## src/rtl/wb_sdram_bridge.sv

```systemverilog
// Wishbone classic slave feeding the SDRAM controller request port.
// Single-word transfers; byte-masked writes run as read-modify-write.
module wb_sdram_bridge #(
  parameter logic [7:0]  BASE_ADDR = 8'h38,
  parameter logic [15:0] TIMEOUT   = 16'd1023
) (
  input  logic        clk,
  input  logic        rst,
  input  logic        wbs_cyc_i,
  input  logic        wbs_stb_i,
  input  logic        wbs_we_i,
  input  logic [3:0]  wbs_sel_i,
  input  logic [31:0] wbs_adr_i,
  input  logic [31:0] wbs_dat_i,
  output logic        wbs_ack_o,
  output logic [31:0] wbs_dat_o,
  output logic [22:0] ctrl_addr,
  output logic        ctrl_rw,
  output logic [31:0] ctrl_wdata,
  output logic        ctrl_in_valid,
  input  logic [31:0] ctrl_rdata,
  input  logic        ctrl_busy,
  input  logic        ctrl_out_valid,
  output logic        err_o
);

  typedef enum logic [2:0] {
    IDLE, RD_REQ, RD_WAIT, WR_REQ, ACK
  } state_t;

  state_t      state_q, state_d;
  logic        ack_q, ack_d;
  logic [31:0] dat_q, dat_d;
  logic [22:0] addr_q, addr_d;
  logic        rw_q, rw_d;
  logic [31:0] cwd_q, cwd_d;
  logic        iv_q, iv_d;
  logic        err_q, err_d;
  logic        abort_q, abort_d;
  logic        stale_q, stale_d;
  logic [15:0] timer_q, timer_d;
  logic        we_q, we_d;
  logic [3:0]  sel_q, sel_d;
  logic [31:0] wdata_q, wdata_d;

  logic        claim;
  logic        busy_st;
  logic [31:0] mask;
  logic [31:0] merged;
  logic        unused_adr;

  assign claim = wbs_cyc_i & wbs_stb_i & ~ack_q &
                 (wbs_adr_i[31:24] == BASE_ADDR);

  assign busy_st = (state_q == RD_REQ) |
                   (state_q == RD_WAIT) |
                   (state_q == WR_REQ);

  assign mask = {{8{sel_q[3]}}, {8{sel_q[2]}},
                 {8{sel_q[1]}}, {8{sel_q[0]}}};

  assign merged = (wdata_q & mask) | (ctrl_rdata & ~mask);

  // Word-aligned window: low byte bits and bit 23 do not select storage.
  assign unused_adr = ^{wbs_adr_i[23], wbs_adr_i[1:0]};

  always_comb begin
    state_d = state_q;
    ack_d   = 1'b0;
    iv_d    = 1'b0;
    dat_d   = dat_q;
    addr_d  = addr_q;
    rw_d    = rw_q;
    cwd_d   = cwd_q;
    err_d   = err_q;
    abort_d = abort_q;
    stale_d = stale_q;
    timer_d = timer_q;
    we_d    = we_q;
    sel_d   = sel_q;
    wdata_d = wdata_q;

    // A response left over from a timed-out read is swallowed here.
    if (stale_q && ctrl_out_valid) stale_d = 1'b0;
    if (busy_st && !wbs_cyc_i) abort_d = 1'b1;

    unique case (state_q)
      IDLE: begin
        if (claim) begin
          addr_d  = {wbs_adr_i[22:2], 2'b00};
          we_d    = wbs_we_i;
          sel_d   = wbs_sel_i;
          wdata_d = wbs_dat_i;
          if (wbs_we_i && wbs_sel_i == 4'h0)
            state_d = ACK;
          else if (wbs_we_i && wbs_sel_i == 4'hF)
            state_d = WR_REQ;
          else
            state_d = RD_REQ;
        end
      end
      RD_REQ: begin
        if (!ctrl_busy && !stale_q) begin
          iv_d    = 1'b1;
          rw_d    = 1'b0;
          timer_d = 16'd0;
          state_d = RD_WAIT;
        end
      end
      RD_WAIT: begin
        timer_d = timer_q + 16'd1;
        if (ctrl_out_valid) begin
          if (we_q) begin
            cwd_d   = merged;
            wdata_d = merged;
            state_d = WR_REQ;
          end else begin
            dat_d   = ctrl_rdata;
            state_d = ACK;
          end
        end else if (timer_q == TIMEOUT) begin
          err_d   = 1'b1;
          stale_d = 1'b1;
          dat_d   = 32'hDEADBEEF;
          state_d = ACK;
        end
      end
      WR_REQ: begin
        if (!ctrl_busy) begin
          iv_d    = 1'b1;
          rw_d    = 1'b1;
          cwd_d   = wdata_q;
          state_d = ACK;
        end
      end
      ACK: begin
        ack_d   = ~abort_q;
        abort_d = 1'b0;
        state_d = IDLE;
      end
      default: state_d = IDLE;
    endcase
  end

  always_ff @(posedge clk or posedge rst) begin
    if (rst) begin
      state_q <= IDLE;
      ack_q   <= 1'b0;
      dat_q   <= 32'h0;
      addr_q  <= 23'h0;
      rw_q    <= 1'b0;
      cwd_q   <= 32'h0;
      iv_q    <= 1'b0;
      err_q   <= 1'b0;
      abort_q <= 1'b0;
      stale_q <= 1'b0;
      timer_q <= 16'h0;
      we_q    <= 1'b0;
      sel_q   <= 4'h0;
      wdata_q <= 32'h0;
    end else begin
      state_q <= state_d;
      ack_q   <= ack_d;
      dat_q   <= dat_d;
      addr_q  <= addr_d;
      rw_q    <= rw_d;
      cwd_q   <= cwd_d;
      iv_q    <= iv_d;
      err_q   <= err_d;
      abort_q <= abort_d;
      stale_q <= stale_d;
      timer_q <= timer_d;
      we_q    <= we_d;
      sel_q   <= sel_d;
      wdata_q <= wdata_d;
    end
  end

  assign wbs_ack_o     = ack_q;
  assign wbs_dat_o     = dat_q;
  assign ctrl_addr     = addr_q;
  assign ctrl_rw       = rw_q;
  assign ctrl_wdata    = cwd_q;
  assign ctrl_in_valid = iv_q;
  assign err_o         = err_q;

endmodule

```

## config.mk

```make
export PLATFORM = sky130hd
export DESIGN_NAME = wb_sdram_bridge
export DESIGN_NICKNAME = d
export VERILOG_FILES = /design/src/rtl/wb_sdram_bridge.sv
export SDC_FILE = /design/constraint.sdc
export NUM_CORES = 1
export LEC_CHECK = 0
export BUFFER_PORTS_ARGS = -buffer_cell sky130_fd_sc_hd__buf_2
export CAP_MARGIN = 15
export CORE_UTILIZATION = 55
export DETAILED_ROUTE_END_ITERATION = 10
export PLACE_DENSITY = 0.94
export SYNTH_ARGS = -nofsm -noshare
export SYNTH_HDL_FRONTEND = slang
export SYNTH_SLANG_ARGS = --single-unit
export TNS_END_PERCENT = 50
```

## constraint.sdc

```tcl
create_clock -name clk -period 10.6 [get_ports clk]
set_input_delay 1.06 -clock clk [delete_from_list [all_inputs] [get_ports clk]]
set_output_delay 1.06 -clock clk [all_outputs]
set_load 0.01 [all_outputs]
```

After elaboration in Yosys (flattened, before gate mapping) --
Cells that the tools add are included. Widths: inputs -> output; s select.
Word-level totals: register bits 147, output and inout bits 91, word-level logic and storage cells 98
Operators by class: bitwise operators 12, $add $sub $neg 1, equality and inequality tests 14, mux-type cells 33, reduce and logical (&&, ||, !) cells 24
Operator list (number):
- $mux 32 | 7
- $pmux 32 s2 | 2
- $and 32x32->32 | 2
- $not 32->32 | 1
- $or 32x32->32 | 1
- $pmux 16 s2 | 1
- $mux 3 | 7
- $add 16x1->16 const B | 1
- $eq 16x10->1 const B | 1
- $mux 16 | 1
- $pmux 3 s4 | 1
- $reduce_and 4->1 | 3
- $reduce_bool 2->1 | 6
- $mux 1 | 11
- $ne 2x2->1 const B | 5
- $reduce_and 3->1 | 3
- $eq 8x6->1 const B | 1
- $eq 3x2->1 const B | 2
- $logic_and 1x1->1 | 5
- $eq 4x4->1 const B | 1
- $logic_not 4->1 | 1
- $pmux 1 s2 | 2
- $reduce_and 2->1 | 2
- $and 1x1->1 | 3
- 9 further kinds | 14

Logic depth before layout (Yosys ltp) --
word-level depth 6, gate-level depth with buffers 7, depth with buffers taken out 5

Least setup slack after synthesis --
OpenSTA, ideal clock, no wires.
kind input-to-reg, start point input wbs_adr_i[25], end point register addr_q[10], in the netlist ctrl_addr[10], setup slack 8208 ps, stages on the path 5, data required time 10475 ps, library setup time 125 ps, path buffers 2, arrival 2267 ps, path through nor4b_1 > nand4_1 > buf_2 > buf_2 > mux2_2
On the way: word-level cells in the longest chain between the ends 3
Ends and longest elaborated chain:
- start: declaration | RTL line 13 | input logic [31:0] wbs_adr_i,
- $eq 8x6->1 | RTL line 53 | (wbs_adr_i[31:24] == BASE_ADDR);
- $and 1x1->1 | RTL line 52 | assign claim = wbs_cyc_i & wbs_stb_i & ~ack_q &
- $reduce_and 2->1 (no line)
- end signal: assignment | RTL line 165 | addr_q <= addr_d;
- end: declaration | RTL line 34 | logic [22:0] addr_q, addr_d;
Every way passes these cells. A chain may end at the register's enable or synchronous reset.

Worst setup path after layout --
start point register state_q[1], end point register timer_q[13]
On the way: word-level cells in the longest chain between the ends 3, elaborated cells between the ends (all ways) 6
Ends and longest elaborated chain:
- start: declaration | RTL line 31 | state_t state_q, state_d;
- start signal: assignment | RTL line 162 | state_q <= state_d;
- $eq 3x1->1 or $eq 3x2->1 (tied branches) | RTL line 87 | unique case (state_q)
- $ne 2x1->1 (no line) or $reduce_bool 2->1 (tied branches)
- $reduce_and 2->1 (no line)
- end signal: assignment | RTL line 172 | timer_q <= timer_d;
- end: declaration | RTL line 41 | logic [15:0] timer_q, timer_d;
Several ways; a longest one is shown, not always the timed one.

==> impl_metrics.py <==
metrics = {
    "cells_and_area": {
        "area_growth_pct": 23.5,
        "nets": 820,
        "fill_cells": 835,
        "seqCellArea_um2": 3680,
        "drive_gt1_share_pct": 39.6,
        "num_antenna_cells": 0,
        "multi_input_area_um2": 2560,
    },
    "worst_hold_path": {
        "holdPathStages": 1,
        "hp-class": "flop to flop",
        "min_to": "err_o$_DFFE_PP0P_",
        "hp-start": "err_o$_DFFE_PP0P_",
    },
    "sta": {
        "max_freq_ghz": 0.332,
        "fin_skew_ps": 10.5,
        "max_slew_margin_pct": 31.0,
        "worst_pin_slew_ps": 1030,
        "finalSetupViolations": 0,
        "finalHoldViolations": 0,
        "setup_slack_ps": 7590,
        "slew_viol_final": 0,
        "post-route-period-util_pct": 28.4,
        "period_needed_ps": 3010,
        "setup-tns-final_ps": 0,
        "rsz0062_at_grt": "false",
    },
    "die": {
        "initial_core_util_pct": 56.4,
        "top_level_ports": 198,
        "fp.dieW_um": 110,
        "fp.dieH_um": 110,
        "core_area_um2": 11400,
        "die-area_um2": 12200,
        "fp-row-count": 39,
    },
    "cts": {
        "clk_path_buf_depth": 2,
        "tritoncts": "built",
        "post-cts-setup-buffers": 0,
        "root_buffer": "clkbuf_16",
        "clk_transition_reported_paths_ps": 60,
        "cts_hold_buf": 0,
        "numCtsBuffers": 17,
        "htreeDepth": 4,
        "cts_resized": 0,
        "clk_latency_ps": 420,
        "clock_sinks": 147,
    },
    "critical_path": {
        "crit_type": "flop to flop",
        "r2r_end": "timer_q[13]$_DFFE_PP0P_",
        "cp_slowest_cell": "nor3b_4",
        "path_cells": "nor3b_4, buf_4, nand4_1, o311ai_0, o41ai_1",
        "crit_path_end_kind": "flop",
        "r2r_cells": 5,
        "ff2ff_setup_slack_ps": 7590,
        "cp.required_ps": 10880,
        "cp_data_arrival_time_ps": 3290,
        "worstPathMaxFanout": 26,
        "worstSetupPathDepth": 5,
        "critPathTopFamily": "simple AND/OR/NAND/NOR gates",
        "regToRegStartpoint": "state_q[1]$_DFFE_PP0P_",
        "cpPeakStageDelay_ps": 900,
        "crit_path_start_kind": "flop",
        "crit_buf_inv": 1,
    },
    "synthesis": {
        "synthTopCellsByCount": "dfrtp_1 (147), a21oi_1 (38), mux2i_1 (38), nor2_1 (38), o22ai_1 (33)",
        "synthArstFlopShare_pct": 100,
        "synth-edff-count": 0,
        "synth_top_area_share_pct": 57.1,
        "ys_seq_area_share_pct": 57.1,
        "ys.flop_type": "dfrtp_1",
        "synth_area_leaders": "dfrtp_1 (57%), mux2i_1 (5.9%), mux2_2 (4.5%)",
        "synth_cells": 532,
        "yosysWarnings": 0,
        "synth_area_leader_cell": "dfrtp_1",
        "synth_most_common_cell": "dfrtp_1",
        "syn-cell-area_um2": 6440,
        "ys_ff_latch": 147,
        "synth.distinct_cells": 62,
        "avgSynthCellArea_um2": 12.1,
    },
    "detailed_routing": {
        "dr.max_layer_used": "met4",
        "wl_met2_um": 8180,
        "drc": 0,
        "ant_nets": 0,
        "drt_wl_total_um": 16100,
        "wl_per_cell_um": 18.6,
        "wl_met1_um": 6640,
        "dr.pass1.iters": 6,
        "wl_met3_um": 800,
        "vias": 5235,
        "vias_per_cell": 6.05,
        "dr.first_iter.drc_count": 260,
    },
    "place": {
        "dp_slack_ps": 7640,
        "hpwl_um": 11100,
        "gp_congestion": 0.844,
        "io_buffers": 192,
    },
    "power_and_ir_drop": {
        "ir_drop_uv": 196,
        "leakagePower_nw": 4.09,
        "power_density_nw_per_um2": 245,
        "total_power_mw": 1.95,
    },
    "global_routing": {
        "grt_max_degree": 82,
        "antenna_found_initial": 0,
        "grt_use_total_pct": 27.8,
        "grt_first_pass_wirelength_um": 25300,
        "grt_pass1_vias": 5092,
        "gr-total-overflow": 0,
    },
    "status": {
        "run_status": "finished clean",
    },
    "run": {
        "maxCapViolations": 0,
    },
}
[cell type report]
class                   instances  share of cell area, %
well taps                     143                   2.25
flip-flops and latches        147                   46.2
multi-input cells             345                   32.1
clock inverters                 5                  0.346
inverters                       4                  0.252
clock buffers                  25                   6.23
repair buffers                197                   12.5
[logic make-up after synthesis]
kind of cell	after synthesis	share of synthesized area (%)
AOI/OAI and AO/OA	171	19.9
DFF	147	57.1
and+or+nand+nor	106	8.87
muxes	64	10.4
buffers and inverters	41	3.28
adders and majority gates	1	0.194
other	1	0.0582
xor gates and xnor gates	1	0.136
[routing by layer]
| metal | track usage, % | vias to the layer above |
|---|---|---|
| met4 | 13.4 | 0 |
| met1 | 35.0 | 2628 |
| li1 | - | 2366 |
| met3 | 5.88 | 42 |
| met5 | 0 | - |
| met2 | 45.8 | 199 |
[stage by stage]
| stage | area (um^2) | util [%] | hold slack, ps | cells |
|---|---|---|---|---|
| after floorplan | 6450 | - | 459 | 533 |
| after detailed placement | 7430 | 65.1 | 457 | 836 |
| after global routing | 7960 | 69.7 | 496 | 866 |
| after CTS | 7960 | 69.7 | 473 | 866 |
| final | 7960 | 69.7 | 472 | 866 |
| after global placement | 7430 | 65.1 | 456 | 836 |
[placed cells by master (no fill, tap or decap), types with 3 or more instances in the layout]
cell type,n
mux2i_1,38
o2bb2a_1,4
nor2_2,4
mux2_2,26
and3_1,5
o31ai_1,3
inv_1,3
nand2_1,18
a21oi_1,38
o22a_2,20
dfrtp_1,147
clkbuf_16,17
o211ai_1,3
nand2b_1,4
a2bb2oi_1,28
o21ai_0,7
o22a_1,4
clkbuf_1,4
a22oi_1,3
a22o_1,8
clkinv_2,4
buf_4,5
clkbuf_8,4
o22ai_1,33
nor2_1,38
nand3_1,9
buf_2,192
nand4_1,8
nor3_1,3
[sequential cells by signal, summed over array words and instances (netlist names)]
signal,flops
abort_q,1
ctrl_addr,21
ctrl_in_valid,1
ctrl_rw,1
ctrl_wdata,32
err_o,1
sel_q,4
stale_q,1
state_q,3
timer_q,16
wbs_ack_o,1
wbs_dat_o,32
wdata_q,32
we_q,1
[power by group]
group | internal, mW | switching, mW | leakage, nW | total (mW)
clock | 0.320 | 0.217 | 0.259 | 0.537
combinational | 0.263 | 0.324 | 1.96 | 0.587
sequential | 0.720 | 0.103 | 1.88 | 0.824
[worst max path at each step]
stage / endpoint / slack (ps) / startpoint
after floorplan: abort_q$_DFFE_PP0P_ / 5590 / rst
after global placement: timer_q[15]$_DFFE_PP0P_ / 7730 / state_q[1]$_DFFE_PP0P_
after detailed placement: timer_q[13]$_DFFE_PP0P_ / 7640 / state_q[1]$_DFFE_PP0P_
after CTS: timer_q[13]$_DFFE_PP0P_ / 7600 / state_q[1]$_DFFE_PP0P_
after global routing: timer_q[15]$_DFFE_PP0P_ / 7210 / state_q[1]$_DFFE_PP0P_
final: timer_q[13]$_DFFE_PP0P_ / 7590 / state_q[1]$_DFFE_PP0P_
(Power assumes the default switching activity.)
